===== config.mk =====
export PLATFORM = sky130hd
export DESIGN_NAME = pipeline_hazard_ctrl
export DESIGN_NICKNAME = d
export VERILOG_FILES = /design/src/rtl/pipeline_hazard_ctrl.sv
export SDC_FILE = /design/constraint.sdc
export NUM_CORES = 1
export LEC_CHECK = 0
export BUFFER_PORTS_ARGS = -buffer_cell sky130_fd_sc_hd__buf_2
export CELL_PAD_IN_SITES_DETAIL_PLACEMENT = 1
export CELL_PAD_IN_SITES_GLOBAL_PLACEMENT = 1
export CORE_MARGIN = 3
export CORE_UTILIZATION = 26
export DETAILED_ROUTE_END_ITERATION = 10
export PLACE_DENSITY_LB_ADDON = 0.1
export SLEW_MARGIN = 5
export SYNTH_ARGS = -nofsm -noshare
export SYNTH_HDL_FRONTEND = slang
export SYNTH_SLANG_ARGS = --single-unit

===== constraint.sdc =====
create_clock -name clk -period 3.6 [get_ports clk]
set_clock_uncertainty 0.15 [all_clocks]
set_input_delay 0.36 -clock clk [delete_from_list [all_inputs] [get_ports clk]]
set_output_delay 0.36 -clock clk [all_outputs]
set_load 0.01 [all_outputs]

===== src/rtl/pipeline_hazard_ctrl.sv =====
`default_nettype none
// ============================================================================
// Module   : pipeline_hazard_ctrl
// Purpose  : Hazard / stall / flush sequencer for the IF and ID stages.
//            Resolves load-use hazards, taken-branch redirects, external
//            data-memory stalls and HI/LO hazards against a multi-cycle
//            mult/div unit.
//
//            The mult/div unit is tracked by a two-state busy FSM with a
//            countdown. All control outputs are combinational, so a decision
//            takes effect in the same cycle that it is made.
// Ports    : clk, rst_n (async, active-low)
//            i_ifid_*  - operand and class info for the instruction in ID
//            i_idex_*  - load info for the instruction in EX
//            i_branch_taken, i_ext_stall
//            o_pc_we, o_ifid_we, o_ifid_flush, o_idex_flush
//            o_md_issue, o_md_busy, o_perf_stall_cycles, o_perf_flushes
// Options  : HAZARD_PERF_EN - when defined, enables the saturating
//            stall-cycle and branch-flush counters. When it is not defined,
//            both perf outputs are tied to zero.
// Revision : 1.0 - initial release
// ============================================================================
module pipeline_hazard_ctrl #(
  parameter int REG_ADDR_W = 5,
  parameter int MD_LATENCY = 32,
  parameter int CNT_W      = 6
) (
  input  logic                  clk,
  input  logic                  rst_n,
  input  logic [REG_ADDR_W-1:0] i_ifid_rs,
  input  logic [REG_ADDR_W-1:0] i_ifid_rt,
  input  logic                  i_ifid_uses_rt,
  input  logic                  i_ifid_is_md,
  input  logic                  i_ifid_reads_hilo,
  input  logic                  i_idex_mem_read,
  input  logic [REG_ADDR_W-1:0] i_idex_rt,
  input  logic                  i_branch_taken,
  input  logic                  i_ext_stall,
  output logic                  o_pc_we,
  output logic                  o_ifid_we,
  output logic                  o_ifid_flush,
  output logic                  o_idex_flush,
  output logic                  o_md_issue,
  output logic                  o_md_busy,
  output logic [31:0]           o_perf_stall_cycles,
  output logic [31:0]           o_perf_flushes
);

  typedef enum logic [0:0] {
    MD_IDLE = 1'b0,
    MD_BUSY = 1'b1
  } md_state_t;

  localparam logic [CNT_W-1:0] C_MD_LAT = CNT_W'(MD_LATENCY);
  localparam logic [CNT_W-1:0] C_ONE    = CNT_W'(1);

  md_state_t        r_state, w_state_nxt;
  logic [CNT_W-1:0] r_count, w_count_nxt;
  logic             w_load_use;
  logic             w_md_hazard;

  // The r0 check matters: a load to r0 writes nothing, so an instruction
  // that reads r0 does not depend on it.
  assign w_load_use  = i_idex_mem_read && (i_idex_rt != '0) &&
                       ((i_idex_rt == i_ifid_rs) ||
                        (i_ifid_uses_rt && (i_idex_rt == i_ifid_rt)));
  // An mult/div in ID while the unit is busy also stalls. This rule is what
  // prevents a back-to-back issue.
  assign w_md_hazard = (r_state == MD_BUSY) && (i_ifid_reads_hilo || i_ifid_is_md);
  assign o_md_busy   = (r_state == MD_BUSY);

  always_ff @(posedge clk or negedge rst_n) begin
    if (!rst_n) begin
      r_state <= MD_IDLE;
      r_count <= '0;
    end else begin
      r_state <= w_state_nxt;
      r_count <= w_count_nxt;
    end
  end

  always_comb begin
    o_pc_we      = 1'b1;
    o_ifid_we    = 1'b1;
    o_ifid_flush = 1'b0;
    o_idex_flush = 1'b0;
    o_md_issue   = 1'b0;
    w_state_nxt  = r_state;
    w_count_nxt  = r_count;

    // Control outputs, highest priority first. While reset is held, the
    // pipeline is frozen and both stage registers are cleared.
    if (!rst_n) begin
      o_pc_we      = 1'b0;
      o_ifid_we    = 1'b0;
      o_ifid_flush = 1'b1;
      o_idex_flush = 1'b1;
    end else if (i_ext_stall) begin
      // Full freeze. A taken branch stays pending in EX until the stall clears.
      o_pc_we   = 1'b0;
      o_ifid_we = 1'b0;
    end else if (i_branch_taken) begin
      o_ifid_flush = 1'b1;
      o_idex_flush = 1'b1;
    end else if (w_load_use || w_md_hazard) begin
      o_pc_we      = 1'b0;
      o_ifid_we    = 1'b0;
      o_idex_flush = 1'b1;
    end else begin
      o_md_issue = i_ifid_is_md;
    end

    // The mult/div unit free-runs, so it keeps counting through external stalls.
    case (r_state)
      MD_IDLE: begin
        if (o_md_issue) begin
          w_state_nxt = MD_BUSY;
          w_count_nxt = C_MD_LAT;
        end
      end
      MD_BUSY: begin
        w_count_nxt = r_count - C_ONE;
        if (r_count == C_ONE) begin
          w_state_nxt = MD_IDLE;
        end
      end
      default: begin
        w_state_nxt = MD_IDLE;
        w_count_nxt = '0;
      end
    endcase
  end

`ifdef HAZARD_PERF_EN
  logic [31:0] r_perf_stall;
  logic [31:0] r_perf_flush;

  always_ff @(posedge clk or negedge rst_n) begin
    if (!rst_n) begin
      r_perf_stall <= '0;
      r_perf_flush <= '0;
    end else begin
      if (!o_pc_we && (r_perf_stall != 32'hFFFF_FFFF)) begin
        r_perf_stall <= r_perf_stall + 32'd1;
      end
      if (i_branch_taken && !i_ext_stall && (r_perf_flush != 32'hFFFF_FFFF)) begin
        r_perf_flush <= r_perf_flush + 32'd1;
      end
    end
  end

  assign o_perf_stall_cycles = r_perf_stall;
  assign o_perf_flushes      = r_perf_flush;
`else
  assign o_perf_stall_cycles = 32'd0;
  assign o_perf_flushes      = 32'd0;
`endif

endmodule
`default_nettype wire

Word-level counts from Yosys, hierarchy flattened --
Cells that the tools add are included.
Operators by class: muxes and demuxes 20, equal/unequal tests 4, reductions and logical operators 8, bitwise gates (word level) 1, $add $sub $neg 1
Operator list (number):
- $mux W1 | 17
- $pmux W6 S2 | 1
- $eq A5 B5 Y1 | 2
- $eq A6 B1 Y1 const B | 1
- $mux W6 | 1
- $sub A6 B1 Y6 const B | 1
- $reduce_bool A5 Y1 | 1
- $logic_and A1 B1 Y1 | 4
- $logic_or A1 B1 Y1 | 3
- $ne A2 B2 Y1 const B | 1
- $pmux W1 S2 | 1
- $not A1 Y1 | 1
Storage, ports and cells: bits of input ports 23, output and inout bits 70, flip-flop bits (word level) 7

Logic depth before layout (Yosys ltp) --
Gate-level depths: netlist (run 1).
word-level depth 11, mapped depth 6, gate-level depth less buffers 5

Worst setup path before layout (run 1) --
OpenSTA, ideal clock, no wires.
kind input to output, from in i_idex_rt[1], to out o_pc_we, arrival time 1.553 ns, setup slack 1.537 ns, cell stages on the path 5, path buffers 1, cells stage by stage or4_1 > o21a_2 > a21oi_1 > o211a_1 > buf_4
On the way: cells in the longest elaborated chain, start to end 9, elaborated cells between the ends (all ways) 12, classes of those cells eq/ne (2); mux (4); reduce/logical (6)
Ends and longest elaborated chain:
- start: declaration | line 36 | input logic [REG_ADDR_W-1:0] i_idex_rt,
- $eq A5 B5 Y1 | line 66 | (i_ifid_uses_rt && (i_idex_rt == i_ifid_rt)));
- $logic_and A1 B1 Y1 | line 66
- $logic_or A1 B1 Y1 | line 65 | ((i_idex_rt == i_ifid_rs) ||
- $logic_and A1 B1 Y1 * | line 64 | assign w_load_use = i_idex_mem_read && (i_idex_rt != '0) &&
- $logic_or A1 B1 Y1 * | line 105 | end else if (w_load_use || w_md_hazard) begin
- $mux W1 * (4 in a row)
- end: declaration | line 39 | output logic o_pc_we,
Mark *: on every way between the ends. The rest lies on a longest branch, timed or not.

Worst setup path in the final report (run 1) --
from in rst_n, to out o_md_issue
On the way: cells in the longest elaborated chain, start to end 1
Ends and longest elaborated chain:
- start: declaration | line 29 | input logic rst_n,
- $mux W1 | line 93 | if (!rst_n) begin
- end: declaration | line 43 | output logic o_md_issue,
Every way passes these cells.

==> results.py, run 1 <==
metrics = {
    "outcome": {
        "status": "completed",
    },
    "yosys": {
        "syn-cell-area_mm2": 0.001028,
        "yosysSeqAreaShare_pct": 17.03,
        "syn-mean-instance-area_um2": 8.163,
        "synthArstFlopShare_pct": 100.0,
        "synth_edf_count": 0,
        "netlist_instances": 126,
        "synthFlopType": "dfrtp_1",
        "ys_ff_latch": 7,
        "ys_warn_count": 0,
        "yosys.area.top_type": "buf_4",
        "synthTopCellsByArea": "buf_4 47%, dfrtp_1 17%, xnor2_1 9.4%",
        "synth.distinct_cells": 28,
        "synth_top_area_share_pct": 47.45,
    },
    "placed_design": {
        "io_buffers": 28,
        "hpwl_um": 1711,
        "gp_congestion": 0.6913,
        "placed_cells": 200,
        "preCtsSetupSlack_ns": 1.335,
    },
    "power_and_ir_drop": {
        "p_per_area_mw_per_mm2": 481.1,
        "p_leak_nw": 0.5685,
        "power_frac_comb_pct": 47.8,
        "switchingPower_mw": 0.2092,
        "clkPwrFrac_pct": 23.0,
        "ir_drop_mv": 0.1066,
        "swShare_pct": 42.13,
        "p_seq_share_pct": 29.2,
        "intPower_mw": 0.2874,
    },
    "worst_setup_path": {
        "slowest_delay_ns": 0.52,
        "required_ns": 3.09,
        "path_max_fanout": 11,
        "start_kind": "input pin",
        "cp_top_family": "buffers and inverters",
        "path_buf_inv": 3,
        "crit_slowest_cell": "dlygate4sd3_1",
        "r2r_start": "o_md_busy",
        "cp_common_cell": "buf_2",
        "cp-end-kind": "output port",
        "cp_data_arrival_time_ns": 1.89,
        "crit_chain": "dlygate4sd3_1, buf_2, a41oi_1, a211oi_4, buf_2",
        "crit_path_start": "rst_n",
        "crit_type": "input pin to output port",
    },
    "clock_tree": {
        "cts_buffers": 3,
        "clockBufferDepth": 2,
        "htree_levels": 1,
        "clkLatencyLatePin_ns": 0.23,
        "cts_tree": "yes",
        "cts_setup_buffers": 0,
        "clkTransAtPathRegs_ns": 0.04,
        "cts_sinks": 7,
        "clockRootBuffer": "clkbuf_8",
    },
    "grt": {
        "grt_antenna_before_repair": 0,
        "grt_use_total_pct": 8.005,
        "grt_pass1_wl_um": 2842,
        "grt_pass1_vias": 667,
        "grt_max_degree": 12,
        "grt-ovfl-total": 0,
    },
    "worst_hold_path": {
        "hold_path.class": "flop to flop",
        "min_from": "r_count[0]",
    },
    "layout": {
        "final_nets": 183,
        "final_cells": 205,
        "area_growth_pct": 0.3650,
        "final_util_pct": 27.57,
        "drive_above_1_share_pct": 21.02,
        "antenna_cells": 0,
    },
    "die": {
        "core_area_mm2": 0.003744,
        "start_util_pct": 27.47,
        "dieArea_mm2": 0.004747,
        "dieWidth_um": 68.90,
        "pin_count": 93,
        "die_h_um": 68.90,
        "std_cell_rows": 22,
    },
    "job": {
        "cap_violations": 0,
    },
    "timing": {
        "tns_ns": 0,
        "rsz0062_at_grt": "no",
        "fmax_mhz": 416.7,
        "fin_crit_ns": 2.400,
        "post-route-period-util_pct": 66.67,
        "final_hold_viol_count": 0,
        "drv_slew": 0,
        "setup_ws_ns": 1.200,
        "setup_viol": 0,
        "hold_ws_ns": 0.3481,
    },
    "detailed_routing": {
        "drcViolationCount": 0,
        "highest_layer": "met4",
        "wl_per_cell_um": 9.351,
        "dr.pass1.iters": 2,
        "routed_wl_um": 1917,
        "met2RoutedLength_um": 924,
        "met1_length_um": 702,
        "drtAntennaViolNets": 0,
        "viasPerCell": 3.415,
        "via_count": 700,
        "drt_iter0_drc": 7,
        "wl_met3_um": 257,
    },
}
[synthesized netlist by cell type (2+ instances only)]
| library cell | n |
|---|---|
| a21oi_1 | 2 |
| nor2_1 | 7 |
| o22ai_1 | 2 |
| dfrtp_1 | 7 |
| xnor2_1 | 11 |
| xor2_1 | 3 |
| nand2_1 | 4 |
| buf_4 | 65 |
| ha_1 | 2 |
| inv_1 | 5 |
[worst paths after layout]
kind | depth (start not counted) | end | slack, ns
worst max register to register | 5 | r_count[5] | 2.07
worst min register to register | 1 | r_count[0] | 0.35
max in group asynchronous | 2 | r_count[5] | 2.74
worst min-delay path | 1 | r_count[0] | 0.35
worst max-delay path | 5 | o_md_issue | 1.20
min in group asynchronous | 2 | r_count[2] | 0.37
[placed cells by master, fill, tap and decap left out, types with 3 or more instances in the layout]
cell type,synthesis,layout
xor2_1,3,3
nand2_1,4,4
conb_1,1,64
nor2_1,7,7
inv_1,5,5
xnor2_1,11,11
buf_2,0,28
dfrtp_1,7,7
clkbuf_8,0,3
[area by class of cell]
| cell class | count | area (µm²) |
|---|---|---|
| Inverter | 5 | 18.77 |
| Fill cell | 490 | 2711 |
| Multi-Input combinational cell | 112 | 583.1 |
| Clock buffer | 4 | 45.04 |
| Tap cell | 48 | 60.06 |
| Sequential cell | 7 | 175.2 |
| Timing Repair Buffer | 29 | 150.1 |
[per-layer routing]
layer	vias up	global-route usage, %
met5	-	0
met2	56	13.33
met4	0	5.839
met1	306	8.878
met3	4	1.783
li1	334	-
[state kept, by name, summed over array words and instances, names as in the netlist]
signal	cells
r_count	6
o_md_busy	1
[per-stage QoR]
stage	instance area, µm²	power (mW)
floorplan	1265	0.3707
global placement	977.2	0.3850
CTS	1032	0.5041
detailed placement	977.2	0.3849
global route	1032	0.5459
finish	1032	0.4966
[what timing repair did]
action                                 4_1_cts  5_1_grt
hold buffers                                 1        0
gates resized for setup                      0        0
endpoints found under the hold margin        7        0
[kinds of logic after synthesis]
logic type                 after synthesis  synth area share (%)
buffers and inverters                   70                 49.27
DFF                                      7                 17.03
and+or+nand+nor                         20                 9.856
adders and majority gates                2                 2.433
AOI/OAI and AO/OA                       12                 9.124
other                                    1                0.3646
xor gates and xnor gates                14                 11.92
[power by group through the flow]
stage	Clock, mW	Combinational [mW]	Sequential, mW
2_1_floorplan	0	0.230	0.141
3_3_place_gp	0	0.239	0.146
3_5_place_dp	0	0.239	0.146
4_1_cts	0.117	0.240	0.147
5_1_grt	0.123	0.272	0.152
6_report	0.114	0.238	0.145
No activity file was read; power rests on OpenSTA's default activity.
==> inputs of run 2 (changes only) <==
--- a/config.mk
+++ b/config.mk
@@ -5,11 +5,12 @@
 export SDC_FILE = /design/constraint.sdc
 export NUM_CORES = 1
 export LEC_CHECK = 0
+export ABC_AREA = 1
 export BUFFER_PORTS_ARGS = -buffer_cell sky130_fd_sc_hd__buf_2
 export CELL_PAD_IN_SITES_DETAIL_PLACEMENT = 1
 export CELL_PAD_IN_SITES_GLOBAL_PLACEMENT = 1
 export CORE_MARGIN = 3
-export CORE_UTILIZATION = 26
+export CORE_UTILIZATION = 22
 export DETAILED_ROUTE_END_ITERATION = 10
 export PLACE_DENSITY_LB_ADDON = 0.1
 export SLEW_MARGIN = 5
==> constraint.sdc (replaced) <==
create_clock -name clk -period 2.1 [get_ports clk]
set_clock_uncertainty 0.15 [all_clocks]
set_input_delay 0.21 -clock clk [delete_from_list [all_inputs] [get_ports clk]]
set_output_delay 0.21 -clock clk [all_outputs]
set_load 0.01 [all_outputs]
==> run 2 against run 1 <==
Effect of this change: core utilization shrank 3.5 points; area after synthesis is 11% higher; global-route usage is 0.45 points lower; final area grew 13%; sequential share of layout area down 1.9 points; synthesized cell count up 39%; critical path depth rose by 2; worst hold slack got worse by 0.13 ns; worst setup slack lost 1.0 ns; critical path type unchanged; critical endpoint unchanged; largest power group unchanged.
==> results.py, run 2 <==
metrics = {
    "yosys": {
        "synth_top_area_share_pct": 42.90,
        "synth_edf_count": 0,
        "synthArstFlopShare_pct": 100.0,
        "ys_warn_count": 0,
        "synth_most_common_cell": "buf_4",
        "synth.distinct_cells": 21,
        "synthFlopType": "dfrtp_1",
        "yosys.area.top_type": "buf_4",
        "synth_common_cells": "65 x buf_4, 42 x nand2_1, 19 x inv_1",
        "netlist_instances": 175,
        "syn-cell-area_mm2": 0.001137,
        "syn-mean-instance-area_um2": 6.499,
        "yosysSeqAreaShare_pct": 15.40,
        "synthTopCellsByArea": "buf_4 43%, dfrtp_1 15%, nand2_1 14%",
        "ys_ff_latch": 7,
    },
    "power_and_ir_drop": {
        "total_power_mw": 0.8997,
        "ir_drop_mv": 0.2077,
        "clkPwrFrac_pct": 22.0,
        "intPower_mw": 0.4973,
        "power_frac_comb_pct": 47.1,
        "p_per_area_mw_per_mm2": 772.3,
        "p_leak_nw": 0.7586,
        "swShare_pct": 44.73,
        "switchingPower_mw": 0.4024,
        "p_seq_share_pct": 30.9,
    },
    "die": {
        "core_area_mm2": 0.004848,
        "dieWidth_um": 77.90,
        "dieArea_mm2": 0.006068,
        "std_cell_rows": 25,
        "start_util_pct": 23.46,
        "die_h_um": 77.90,
        "pin_count": 93,
    },
    "clock_tree": {
        "clockBufferDepth": 2,
        "cts_sinks": 7,
        "cts_buffers": 3,
        "clkLatencyLatePin_ns": 0.23,
        "cts_resized": 0,
        "cts_tree": "yes",
        "htree_levels": 1,
        "cts_setup_buffers": 0,
        "clockRootBuffer": "clkbuf_8",
        "clkTransAtPathRegs_ns": 0.04,
    },
    "timing": {
        "fin_crit_ns": 1.932,
        "final_hold_viol_count": 0,
        "drv_slew": 0,
        "fmax_mhz": 517.7,
        "post-route-period-util_pct": 91.98,
        "tns_ns": 0,
        "rsz0062_at_grt": "no",
        "setup_viol": 0,
    },
    "placed_design": {
        "io_buffers": 28,
        "placed_area_mm2": 0.001110,
        "hpwl_um": 2173,
        "gp_congestion": 0.7451,
        "placed_cells": 268,
    },
    "layout": {
        "regMostFlops": "r_count",
        "drive_above_1_share_pct": 19.90,
        "final_cells": 273,
        "largest_reg_flops": 6,
        "mostFrequentLayoutCells": "64 x conb_1, 42 x nand2_1, 28 x buf_2",
        "fill_cells": 643,
        "final_common_cell": "conb_1",
        "area_growth_pct": 2.420,
        "final_nets": 232,
        "final_area_mm2": 0.001165,
        "antenna_cells": 0,
        "final_util_pct": 24.03,
    },
    "worst_setup_path": {
        "cp-end-kind": "output port",
        "r2r_setup_slack_ns": 0.67,
        "r2r_start": "r_count[2]",
        "path_max_fanout": 11,
        "crit_path_start": "rst_n",
        "start_kind": "input pin",
        "cp_data_arrival_time_ns": 1.57,
        "required_ns": 1.74,
        "crit_type": "input pin to output port",
    },
    "detailed_routing": {
        "drcViolationCount": 0,
        "via_count": 926,
        "drtAntennaViolNets": 0,
        "dr.pass1.iters": 4,
        "drt_iter0_drc": 13,
        "viasPerCell": 3.392,
        "wl_per_cell_um": 9.011,
        "routed_wl_um": 2460,
    },
    "grt": {
        "grt_max_degree": 12,
        "grt_use_total_pct": 7.551,
        "grt-ovfl-total": 0,
        "grt_pass1_vias": 862,
        "grt_pass1_wl_um": 3732,
        "grt_antenna_before_repair": 0,
    },
    "worst_hold_path": {
        "hold_path.class": "input pin to async pin",
    },
    "outcome": {
        "status": "completed",
    },
    "job": {
        "cap_violations": 0,
    },
}
## run 2: cell count changes after synthesis, moves of 2 or more
cell | before | now
nand2_1 | 4 | 42
inv_2 | 0 | 5
or2_2 | 0 | 2
inv_1 | 5 | 19
o21ai_0 | 1 | 3
nand3_1 | 1 | 8
xnor2_1 | 11 | 2
o22ai_1 | 2 | 0
xor2_1 | 3 | 0
## run 2: power by group through the flow
stage	sequential (mW)	combinational, mW	clock (mW)
3_5_place_dp	0.281	0.424	0
3_3_place_gp	0.279	0.406	0
5_1_grt	0.290	0.494	0.211
4_1_cts	0.281	0.431	0.203
6_report	0.278	0.424	0.198
2_1_floorplan	0.265	0.403	0
## run 2: kinds of logic (layout without fill, tap and decap cells)
logic type               after synthesis  count (layout)  synth area share [%]
AO/OA/AOI/OAI                          7               7                 3.080
XOR/XNOR                               2               2                 1.540
adder cells (fa/ha/maj)                2               2                 2.200
buffers and inverters                 89              57                 50.83
flip-flops                             7               7                 15.40
other                                  1              64                0.3297
AND/OR/NAND/NOR                       67              67                 26.62
## run 2: what timing repair did
| item | in CTS | in global routing |
|---|---|---|
| endpoints found under the hold margin | 7 | 0 |
| hold buffers | 1 | 0 |
| setup endpoints to repair | 0 | 0 |
## run 2: area by class of cell
| cell class | instances | area (µm²) | share of cell area, % |
|---|---|---|---|
| inverter | 24 | 90.09 | 7.734 |
| sequential | 7 | 175.2 | 15.04 |
| multi-input combinational | 142 | 620.6 | 53.28 |
| tap | 67 | 83.83 | 7.197 |
| clock buffer | 4 | 45.04 | 3.867 |
| timing repair buffer | 29 | 150.1 | 12.89 |
## run 2: path summary, 6_finish.rpt
check | end | cells past startpoint
max | o_md_issue | 7
min | r_count[3] | 2
max reg2reg | r_count[5] | 6
min reg2reg | r_count[5] | 2
max in group asynchronous | r_count[2] | 2
min in group clk | r_count[5] | 4
## run 2: through the flow
stage / hold slack, ns / setup slack (ns)
finish: 0.2184 / 0.1684
global route: 0.2420 / 0.01517
CTS: 0.2272 / 0.1215
detailed placement: -0.06033 / 0.4883
global placement: -0.06347 / 0.5235
floorplan: -0.2356 / 0.5713
## run 2: critical path, stage by stage
cell           delay [ns]
dlygate4sd3_1        0.52
buf_2                0.24
nand3_1              0.11
inv_1                0.10
nand4_4              0.17
inv_1                0.09
buf_2                0.13
## run 2: metal layers
| metal | GRT usage, % | share of wire, % | vias up |
|---|---|---|---|
| met2 | 14.13 | 50 | 58 |
| met1 | 7.606 | 37 | 406 |
| met5 | 0 | 0 | - |
| met3 | 1.740 | 11 | 5 |
| li1 | - | - | 457 |
| met4 | 4.196 | 2.1 | 0 |
